$ cat src/rtl/adder_pkg.sv
// Shared definitions for the nibble-serial adder: slice width and FSM encodings.
package adder_pkg;
  localparam int NIBBLE_W = 4;

  typedef enum logic [1:0] {
    ST_IDLE = 2'd0,
    ST_RUN  = 2'd1,
    ST_DONE = 2'd2
  } state_t;
endpackage

$ cat src/rtl/top_adder.sv
// 4-bit combinational ripple-carry adder used as the serial datapath slice.
module top_adder
  import adder_pkg::*;
(
  input  logic [NIBBLE_W-1:0] a,
  input  logic [NIBBLE_W-1:0] b,
  input  logic                cin,
  output logic [NIBBLE_W-1:0] sum,
  output logic                cout
);
  logic [NIBBLE_W:0] c;

  assign c[0] = cin;

  for (genvar i = 0; i < NIBBLE_W; i++) begin : g_fa
    assign sum[i]   = a[i] ^ b[i] ^ c[i];
    assign c[i+1]   = (a[i] & b[i]) | (c[i] & (a[i] ^ b[i]));
  end

  assign cout = c[NIBBLE_W];
endmodule

$ cat src/rtl/nibble_serial_adder.sv
// Multi-cycle WIDTH-bit adder: one nibble per clock through a single top_adder,
// carry registered between slices, valid/ready on both sides.
module nibble_serial_adder
  import adder_pkg::*;
#(
  parameter int WIDTH = 16
) (
  input  logic             clk,
  input  logic             rst,
  input  logic             in_valid,
  output logic             in_ready,
  input  logic [WIDTH-1:0] op_a,
  input  logic [WIDTH-1:0] op_b,
  input  logic             cin,
  output logic             out_valid,
  input  logic             out_ready,
  output logic [WIDTH-1:0] sum,
  output logic             cout,
  output logic             busy
);
  localparam int NIBBLES = WIDTH / NIBBLE_W;
  localparam int IDXW    = (NIBBLES > 1) ? $clog2(NIBBLES) : 1;
  localparam logic [IDXW-1:0] LAST = IDXW'(NIBBLES - 1);

  state_t                state, state_nx;
  logic [WIDTH-1:0]      a_reg, b_reg, result;
  logic                  carry;
  logic [IDXW-1:0]       idx;
  logic [NIBBLE_W-1:0]   nib_a, nib_b, nib_s;
  logic                  nib_c;

  // Explicit per-nibble mux keeps the index compare width-exact for any WIDTH.
  always_comb begin
    nib_a = '0;
    nib_b = '0;
    for (int i = 0; i < NIBBLES; i++) begin
      if (idx == IDXW'(i)) begin
        nib_a = a_reg[i*NIBBLE_W +: NIBBLE_W];
        nib_b = b_reg[i*NIBBLE_W +: NIBBLE_W];
      end
    end
  end

  top_adder u_slice (
    .a    (nib_a),
    .b    (nib_b),
    .cin  (carry),
    .sum  (nib_s),
    .cout (nib_c)
  );

  always_comb begin
    state_nx  = state;
    in_ready  = 1'b0;
    out_valid = 1'b0;
    busy      = 1'b1;
    case (state)
      ST_IDLE: begin
        in_ready = 1'b1;
        busy     = 1'b0;
        if (in_valid) state_nx = ST_RUN;
      end
      ST_RUN:  if (idx == LAST) state_nx = ST_DONE;
      ST_DONE: begin
        out_valid = 1'b1;
        if (out_ready) state_nx = ST_IDLE;
      end
      default: begin
        busy     = 1'b0;
        state_nx = ST_IDLE;
      end
    endcase
  end

  always_ff @(posedge clk) begin
    if (rst) begin
      state  <= ST_IDLE;
      idx    <= '0;
      carry  <= 1'b0;
      result <= '0;
      a_reg  <= '0;
      b_reg  <= '0;
    end else begin
      state <= state_nx;
      case (state)
        ST_IDLE: if (in_valid) begin
          a_reg  <= op_a;
          b_reg  <= op_b;
          carry  <= cin;
          idx    <= '0;
          result <= '0;
        end
        ST_RUN: begin
          carry <= nib_c;
          idx   <= idx + 1'b1;
          for (int i = 0; i < NIBBLES; i++)
            if (idx == IDXW'(i)) result[i*NIBBLE_W +: NIBBLE_W] <= nib_s;
        end
        default: ;
      endcase
    end
  end

  // Partial sums never leak: the word is only driven while the result is valid.
  assign sum  = out_valid ? result : '0;
  assign cout = out_valid & carry;
endmodule
$ cat config.mk
export PLATFORM = sky130hd
export DESIGN_NAME = nibble_serial_adder
export DESIGN_NICKNAME = d
export VERILOG_FILES = /design/src/rtl/adder_pkg.sv /design/src/rtl/top_adder.sv /design/src/rtl/nibble_serial_adder.sv
export SDC_FILE = /design/constraint.sdc
export NUM_CORES = 1
export LEC_CHECK = 0
export ABC_CLOCK_PERIOD_IN_PS = 3950
export CORE_UTILIZATION = 50
export DETAILED_ROUTE_END_ITERATION = 10
export PLACE_DENSITY_LB_ADDON = 0.1
export SETUP_SLACK_MARGIN = 0.2
export SYNTH_ARGS = -nofsm -noshare
export SYNTH_HDL_FRONTEND = slang
export SYNTH_SLANG_ARGS = --single-unit
$ cat constraint.sdc
create_clock -name clk -period 3.95 [get_ports clk]
set_input_delay 0.9875 -clock clk [delete_from_list [all_inputs] [get_ports clk]]
set_output_delay 0.9875 -clock clk [all_outputs]
set_load 0.01 [all_outputs]
==> impl_metrics.yaml <==
clock_network:
  ctsHoldBuffers: 0
  cts_tree: "done"
  numCtsBuffers: 5
  cts_max_path_buffers: 2
  cts_setup_buffers: 0
  htreeDepth: 2
  cts_resized: 0
  cts-root-buf: "clkbuf_8"
  clk_latency_ns: 0.30
  clkSlewWorstSetupHoldPaths_ns: 0.09
  cts_sinks: 53
synth:
  synthTopCellsByArea: "dfxtp_1 41%, a21oi_1 13%, nand2_1 11%"
  syn_inst: 332
  synthAdderAreaFrac: 0.0648
  synthSimpleGateAreaFrac: 0.228
  synth_nets: 380
  synth_top_family_by_area: "simple AND/OR/NAND/NOR gates"
  netlist.area_leader.share: 0.410
  synth-edff-count: 0
  async_flop_share: 0
  synth_largest_area_cell: "dfxtp_1"
  synth_warnings: 0
  yosys_register_bits: 53
  avgSynthCellArea_um2: 7.79
  synth-main-ff-cell: "dfxtp_1"
  synthMuxAreaShare: 0.0131
  syn_area_um2: 2590
  synth_compound_area_frac: 0.216
  ys_types: 32
  synth-xor-area-share: 0
  synth_seq_area_share: 0.410
detailed_routing:
  ant_nets: 0
  routedWlPerCell_um: 12.7
  route.vias.total: 2298
  drcViolationCount: 0
  drt_wl_total_mm: 5.59
  dr.pass1.iters: 4
  viasPerCell: 5.21
  drtIter0Drc: 138
setup_path:
  end_kind: "register"
  cp-start-kind: "register"
  worstPathArrival_ns: 3.68
  crit_type: "register to register"
  crit_required_ns: 4.19
  ff2ff_path_depth: 13
  crit_fanout: 21
global_route:
  grt_pass1_wl_mm: 9.43
  gr-usage-met3: 0.0412
  met1_usage: 0.282
  gr-usage-met2: 0.390
  track_usage: 0.225
  grt-ovfl-total: 0
  grt_pass1_vias: 2118
  top_usage_layer: "met2"
  grt_max_degree: 54
  antenna_found_initial: 0
floorplan:
  dieHeight_um: 73.9
  core_area_um2: 4850
  boundaryPins: 57
  num_rows: 25
  die_area_um2: 5460
  initial_core_util: 0.533
  fp.dieW_um: 73.9
final_layout:
  layout.nets: 421
  regArea_um2: 1060
  multi_input_area_um2: 1350
  syn2layout_area_growth_pct: 25.5
  drive_gt1_frac: 0.0455
  fillers: 453
  diodes: 0
sta:
  timing.setup.tns_ns: 0
  fin_crit_sh: 0.870
  worst_hold_slack_ns: 0.457
  fin_worst_skew_ns: 0.00599
  slew_violations: 0
  hold_viol: 0
  fin_crit_ns: 3.44
  worst_pin_slew_ns: 0.969
  max_slew_margin: 0.353
  rsz0062_at_grt: "false"
  final-setup-viol-count: 0
  clock.fmax_mhz: 291
pwr:
  powerDensity_nw_per_um2: 362
  p_seq_frac: 0.498
  ir_worst_vdd_mv: 0.218
  comb_power_share: 0.219
  p_leak_nw: 1.17
  switching_power_uw: 341
  p_clk_frac: 0.283
  sw_frac_of_total: 0.290
  internal-power_uw: 835
placement:
  place_congestion: 0.851
  io_buffer_count: 56
  dp_hpwl_mm: 3.88
worst_hold_path:
  hold_class: "register to register"
  hold_depth: 2
outcome:
  status: "completed"
run:
  max_cap_violations: 0
## power groups by stage
stage	clock, mW	sequential, mW	combinational [mW]
final	0.333	0.585	0.257
after global routing	0.361	0.590	0.289
after CTS	0.333	0.586	0.259
after detailed placement	0	0.598	0.257
after global placement	0	0.598	0.254
after floorplan	0	0.591	0.184
## final timing paths
check | startpoint | endpoint | slack (ns)
max | idx[1] | result[7] | 0.51
min | a_reg[9] | a_reg[9] | 0.46
max reg2reg | idx[1] | result[7] | 0.51
min reg2reg | a_reg[9] | a_reg[9] | 0.46
## cells in the mapped netlist (all sizes together), types with 6 or more instances
master	instances
ha	7
o21ai	24
nand2	75
a21oi	67
buf	11
nand4	12
clkbuf	16
dfxtp	53
a22o	6
inv	14
and2	18
nor2b	6
## area by class of cell
type	instances	share of cell area
sequential	53	0.327
tap	67	0.0258
multi-input combinational	238	0.416
timing repair buffer	61	0.184
clock buffer	7	0.0297
clock inverter	1	0.00154
inverter	14	0.0162
## cell families after synthesis
family | count (synthesis)
flip-flops | 53
AO/OA/AOI/OAI | 103
buffers and inverters | 41
adder cells (fa/ha/maj) | 11
multiplexers | 2
AND/OR/NAND/NOR | 122
## per-stage QoR
stage          std cells  instance area (µm²)  total power, mW  utilization  worst slack (ns)
6_report             441                 3250             1.18        0.670             0.512
3_5_place_dp         433                 3150            0.856        0.649             0.561
5_1_grt              441                 3250             1.24        0.670             0.283
4_1_cts              441                 3250             1.18        0.670             0.513
3_3_place_gp         433                 3150            0.852        0.649             0.674
2_1_floorplan        332                 2590            0.775            -             0.900
## critical path, cell delays in order (launching register included)
cell and delay, ns:
dfxtp_1 0.39, inv_1 0.08, ha_1 0.41, a21oi_1 0.23, o21ai_0 0.10, a22o_1 0.23
fa_1 0.38, inv_1 0.08, fa_1 0.17, inv_1 0.05, fa_1 0.37, fa_1 0.57
nand4_1 0.12, a21oi_1 0.20
## cells in the final DEF (no fill, tap or decap)
cell and instances:
a211oi_1 1, a21oi_1 67, a22o_1 6, a22oi_1 2, a32oi_1 1, and2_1 18
buf_4 5, clkbuf_8 7, clkdlybuf4s50_1 56, clkinv_2 1, dfxtp_1 53, fa_1 4
ha_1 7, inv_1 14, mux2_2 1, mux2i_4 1, nand2_1 75, nand2b_1 1
nand3_1 1, nand3b_1 1, nand4_1 12, nand4b_1 4, nor2_1 2, nor2b_1 5
nor2b_4 1, nor3_1 1, o21ai_0 16, o21ai_1 8, o221a_2 1, o31ai_1 1
or4b_1 1
## routing by layer
metal,share of wire,up-vias
li1,-,1205
met1,0.46,1032
met2,0.49,57
met3,0.034,4
met4,0.013,0
met5,0,-
Power figures use the tool's default switching activity.
